===== config.mk =====
export PLATFORM = sky130hd
export DESIGN_NAME = scan_chain_driver
export DESIGN_NICKNAME = d
export VERILOG_FILES = /design/src/rtl/scan_chain_driver.sv
export SDC_FILE = /design/constraint.sdc
export NUM_CORES = 1
export LEC_CHECK = 0
export ABC_AREA = 0
export CELL_PAD_IN_SITES_DETAIL_PLACEMENT = 1
export CELL_PAD_IN_SITES_GLOBAL_PLACEMENT = 1
export CORE_MARGIN = 2
export CORE_UTILIZATION = 45
export DETAILED_ROUTE_END_ITERATION = 16
export PLACE_DENSITY = 0.94
export SLEW_MARGIN = 20
export SYNTH_ARGS = -nofsm -noshare
export SYNTH_HDL_FRONTEND = slang
export SYNTH_SLANG_ARGS = --single-unit

===== constraint.sdc =====
create_clock -name clk -period 2.8 [get_ports clk]
set_input_delay 0.56 -clock clk [delete_from_list [all_inputs] [get_ports clk]]
set_output_delay 0.56 -clock clk [all_outputs]
set_load 0.03 [all_outputs]

===== src/rtl/scan_chain_driver.sv =====
// scan_chain_driver
//   Drives one load / latch / capture / unload transaction on a serial scan
//   chain. On an accepted start the parallel word din is shifted into the
//   chain MSB first, transferred to the design inputs with a latch strobe,
//   the design outputs are captured back into the chain, and the chain is
//   shifted out into dout. Every scan bit uses two clk cycles: phase 0 holds
//   scan_clk low with data stable, phase 1 raises scan_clk.
//
// Ports
//   clk            system clock, rising edge
//   rst_n          asynchronous active-low reset
//   start          request a transaction (honoured only in IDLE)
//   din            parallel word shifted into the chain, sampled at acceptance
//   busy           high while a transaction is in progress (not in DONE)
//   done           one-cycle completion pulse
//   dout           word captured from the chain, updated in the DONE cycle
//   scan_clk       chain shift clock
//   scan_data_out  serial data into the chain head
//   scan_data_in   serial data from the chain tail
//   scan_select    1 = chain flops capture the design outputs
//   scan_latch_en  transfers chain contents to the design inputs
module scan_chain_driver #(
    parameter int WIDTH = 8
) (
    input  logic             clk,
    input  logic             rst_n,
    input  logic             start,
    input  logic [WIDTH-1:0] din,
    output logic             busy,
    output logic             done,
    output logic [WIDTH-1:0] dout,
    output logic             scan_clk,
    output logic             scan_data_out,
    input  logic             scan_data_in,
    output logic             scan_select,
    output logic             scan_latch_en
);

    localparam int                CNT_W      = $clog2(2 * WIDTH) + 1;
    localparam logic [CNT_W-1:0]  LAST_PHASE = CNT_W'(2 * WIDTH - 1);
    localparam logic [CNT_W-1:0]  CNT_ONE    = CNT_W'(1);

    typedef enum logic [2:0] {
        IDLE,
        SHIFT_IN,
        LATCH,
        CAPTURE,
        SHIFT_OUT,
        DONE
    } state_t;

    state_t            state_q, state_d;
    logic [CNT_W-1:0]  cnt_q, cnt_d;     // cycle index inside the current state
    logic [WIDTH-1:0]  sr_q, sr_d;       // outgoing word, MSB is the bit on the wire
    logic [WIDTH-1:0]  cap_q, cap_d;     // incoming word, filled from the LSB
    logic [WIDTH-1:0]  dout_q, dout_d;
    logic              busy_q, busy_d;
    logic              done_q, done_d;
    logic              sclk_q, sclk_d;
    logic              sdo_q, sdo_d;
    logic              ssel_q, ssel_d;
    logic              sle_q, sle_d;

    // Outputs are computed for the state being entered, so each registered
    // output lines up with the state it belongs to.
    always_comb begin
        state_d = state_q;
        cnt_d   = cnt_q;
        sr_d    = sr_q;
        cap_d   = cap_q;
        dout_d  = dout_q;
        busy_d  = 1'b0;
        done_d  = 1'b0;
        sclk_d  = 1'b0;
        sdo_d   = 1'b0;
        ssel_d  = 1'b0;
        sle_d   = 1'b0;

        case (state_q)
            IDLE: begin
                if (start) begin
                    state_d = SHIFT_IN;
                    cnt_d   = '0;
                    sr_d    = din;
                    cap_d   = '0;
                    busy_d  = 1'b1;
                    sdo_d   = din[WIDTH-1];
                end
            end

            SHIFT_IN: begin
                busy_d = 1'b1;
                if (cnt_q == LAST_PHASE) begin
                    state_d = LATCH;
                    cnt_d   = '0;
                    sle_d   = 1'b1;
                end else begin
                    cnt_d = cnt_q + CNT_ONE;
                    if (cnt_q[0]) begin
                        // End of phase 1: present the next bit in phase 0.
                        sr_d  = sr_q << 1;
                        sdo_d = sr_d[WIDTH-1];
                    end else begin
                        sclk_d = 1'b1;
                        sdo_d  = sr_q[WIDTH-1];
                    end
                end
            end

            LATCH: begin
                busy_d = 1'b1;
                if (cnt_q == '0) begin
                    cnt_d = CNT_ONE;
                end else begin
                    state_d = CAPTURE;
                    cnt_d   = '0;
                    ssel_d  = 1'b1;
                end
            end

            CAPTURE: begin
                busy_d = 1'b1;
                if (cnt_q == '0) begin
                    cnt_d  = CNT_ONE;
                    ssel_d = 1'b1;
                    sclk_d = 1'b1;
                end else begin
                    state_d = SHIFT_OUT;
                    cnt_d   = '0;
                end
            end

            SHIFT_OUT: begin
                busy_d = 1'b1;
                // The chain tail is sampled as each phase 1 closes.
                if (cnt_q[0]) begin
                    cap_d = (cap_q << 1) | WIDTH'(scan_data_in);
                end
                if (cnt_q == LAST_PHASE) begin
                    state_d = DONE;
                    cnt_d   = '0;
                    busy_d  = 1'b0;
                    done_d  = 1'b1;
                    dout_d  = cap_d;
                end else begin
                    cnt_d  = cnt_q + CNT_ONE;
                    sclk_d = ~cnt_q[0];
                end
            end

            DONE: begin
                state_d = IDLE;
                cnt_d   = '0;
            end

            default: begin
                state_d = IDLE;
                cnt_d   = '0;
            end
        endcase
    end

    always_ff @(posedge clk or negedge rst_n) begin
        if (!rst_n) begin
            state_q <= IDLE;
            cnt_q   <= '0;
            sr_q    <= '0;
            cap_q   <= '0;
            dout_q  <= '0;
            busy_q  <= 1'b0;
            done_q  <= 1'b0;
            sclk_q  <= 1'b0;
            sdo_q   <= 1'b0;
            ssel_q  <= 1'b0;
            sle_q   <= 1'b0;
        end else begin
            state_q <= state_d;
            cnt_q   <= cnt_d;
            sr_q    <= sr_d;
            cap_q   <= cap_d;
            dout_q  <= dout_d;
            busy_q  <= busy_d;
            done_q  <= done_d;
            sclk_q  <= sclk_d;
            sdo_q   <= sdo_d;
            ssel_q  <= ssel_d;
            sle_q   <= sle_d;
        end
    end

    assign busy          = busy_q;
    assign done          = done_q;
    assign dout          = dout_q;
    assign scan_clk      = sclk_q;
    assign scan_data_out = sdo_q;
    assign scan_select   = ssel_q;
    assign scan_latch_en = sle_q;

endmodule


==> results.md <==
* Vias in the first global route at 1523
* Placement Cell Area at 2030 sq um
* Full die area at 4400 sq um
* Initial Util at 0.474
* Vias per cell at 5.87
* Net switching power at 739 uW
* Worst Path Arrival at 2.32 ns
* Critical path class: reg2reg
* Clk network pwr share at 0.282
* Worst EP required at 2.97 ns
* Pint at 1.32 mW
* Post-CTS resize count at 0
* FMAX at 466 MHz
* Area leader, netlist: dfrtp_1
* Grt ovf at 0
* Core ar. at 3690 sq um
* Vias at 1362
* Crit-path max FO at 17
* Seq cells post-synth at 38
* Slew HR at 0.575
* Startpoint Class: flop
* Hold Worst Slack at 0.499 ns
* Drt drc at 0
* Final Hold Vio Count at 0
* CTS root buffer: clkbuf_8
* Mapped Nets at 169
* Routed len/inst at 20.8 um
* Reg2reg setup slack at 0.65 ns
* Pin count of the biggest net entering global routing at 39
* # clock sinks at 38
* Antenna violations before repair at 0
* Initial DRC count at 86
* Post-layout minimum cycle time at 2.15 ns
* Gate power share at 0.346
* Die height at 66.3 um
* Routed Antenna Nets at 0
* Number of hold buffers added after CTS at 0
* Hold/Removal Path Class: reg2reg
* Port Buffer Count at 25
* CP Capture Type: flop
* Gpl congestion at 0.831
* Pwr/cell area at 949 nW/um^2
* H-tree depth at 2
* Synth cell count leaders: dfrtp_1 (38), nand2_1 (25), mux2i_1 (15)
* Fin crit share at 0.766
* Total Neg Setup Slack at 0 ns
* Clock Skew at 0.00297 ns
* Worst Tran Pin Value at 0.635 ns
* Unrepaired setup endpoints after global routing: no
* Share of the synthesized area in the top cell type at 0.544
* Clock buffer depth at 2
* # setup viols final at 0
* Post-synthesis sequential area ratio at 0.544
* Fill cell count at 393
* FP Rows at 22
* Num ports at 26
* Seq pwr share at 0.372
* Layout Nets at 197
* Drt pass-1 iters at 4
* Largest cells by area after synthesis: dfrtp_1 (54%), mux2i_1 (8.6%), nand2_1 (5.4%)
* Ratio of cells with drive above 1 in the final layout at 0.114
* Clock slew at reported path FFs at 0.08 ns
* Most common cell in the netlist: dfrtp_1
* LEAKAGE at 0.991 nW
* Total routed wirelength at 4.82 mm
* Post-synthesis cell count at 155
* Sw frac at 0.359
* Synthesized area per cell at 11.3 sq um
* Area Overhead vs Synth at 24.4%
* Synth Flop Type: dfrtp_1
* First-pass GRT wire length at 7.71 mm
* Horiz. Die Dim at 66.3 um
* Peak VDD IR at 0.564 mV
* Setup Buffers After CTS at 0
* Gr usage total at 0.239
* ANT cells at 0
* Synthesized cell area at 1750 sq um
* Post-synthesis cell type count at 36
* Status: completed
* Final Cell Area at 2170 sq um
* Post-DP HPWL at 3.33 mm
* Cells on Worst Hold Path at 2
* Dpl cells at 224
* Finished Layout Cells at 232
* Max-slew violations at 0
* EDFF count, synth at 0
* Asr flop ratio synth at 1.00
* Max-cap violations at 0
* R2R cell count at 5
* Clk Latency, worst-skew pair at 0.29 ns
* TritonCTS clock tree: done
* CTS buffer count at 5
* Yosys warns at 0
power by group through the flow:
stage	clock network [mW]	registers [mW]	logic (mW)
CTS	0.581	0.765	0.720
floorplan	0	0.747	0.527
global placement	0	0.759	0.632
finish	0.582	0.768	0.712
detailed placement	0	0.776	0.705
global route	0.615	0.781	0.772
worst max-delay path, stage by stage, from the launching register on:
cell,delay (ns)
dfrtp_1,0.50
ha_1,0.32
and4b_1,0.24
nand3_1,0.50
inv_1,0.15
a2111o_1,0.33
routing by layer:
layer,vias up,part of all wire,track usage
li1,617,-,-
met1,705,0.44,0.282
met2,34,0.52,0.439
met3,6,0.028,0.0460
met4,0,0.010,0.0663
met5,-,0,0
cells in the final DEF, fill, tap and decap left out, types with 2 or more instances in the layout:
master and instances:
a21oi_1 2, a22o_1 10, buf_4 2, bufinv_16 2
clkbuf_8 6, clkdlybuf4s50_1 25, dfrtp_1 38, ha_1 2
inv_1 3, mux2_2 2, mux2i_1 15, nand2_1 25
nand3_1 4, nor2_1 5, nor3_1 2, o21ai_0 3
o21ai_1 14, o21ai_2 3, xnor2_1 2
flip-flops by register name (all words and copies together), names as in the netlist:
name / count
busy: 1
cap_q: 8
cnt_q: 5
done: 1
dout: 8
scan_clk: 1
scan_data_out: 1
scan_latch_en: 1
scan_select: 1
sr_q: 8
state_q: 3
path summary, 6_finish.rpt:
check	startpoint	to
worst max-delay path	cnt_q[0]	state_q[0]
worst min-delay path	sr_q[2]	sr_q[2]
worst max register to register	cnt_q[0]	state_q[0]
worst min register to register	sr_q[2]	sr_q[2]
max in group asynchronous	rst_n	busy
min in group asynchronous	rst_n	sr_q[3]
cell type report:
cell class                      count  area (sq um)  area share
Clock buffer                        6          82.6      0.0380
Multi-Input combinational cell    107           738       0.340
Sequential cell                    38           951       0.438
Timing Repair Buffer               27           265       0.122
Clock inverter                      2          60.1      0.0276
Inverter                            4          15.0     0.00691
Tap cell                           48          60.1      0.0276
cells by family (layout without fill, tap and decap cells):
| group | count (synthesis) | in the layout | synth area share |
|---|---|---|---|
| xor+xnor | 2 | 2 | 0.0100 |
| fa+ha+maj | 2 | 2 | 0.0143 |
| mux | 17 | 17 | 0.0989 |
| buf+inv | 10 | 39 | 0.0329 |
| simple gates | 46 | 46 | 0.139 |
| flops | 38 | 38 | 0.544 |
| compound gates | 40 | 40 | 0.160 |
metrics by stage:
step | utilization | setup WS (ns) | total power, mW
after floorplan | - | 1.16 | 1.27
after global placement | 0.550 | 0.729 | 1.39
after detailed placement | 0.550 | 0.639 | 1.48
after CTS | 0.589 | 0.658 | 2.07
after global routing | 0.589 | 0.558 | 2.17
final | 0.589 | 0.655 | 2.06
Note: power is estimated with default switching activity, not from simulation.
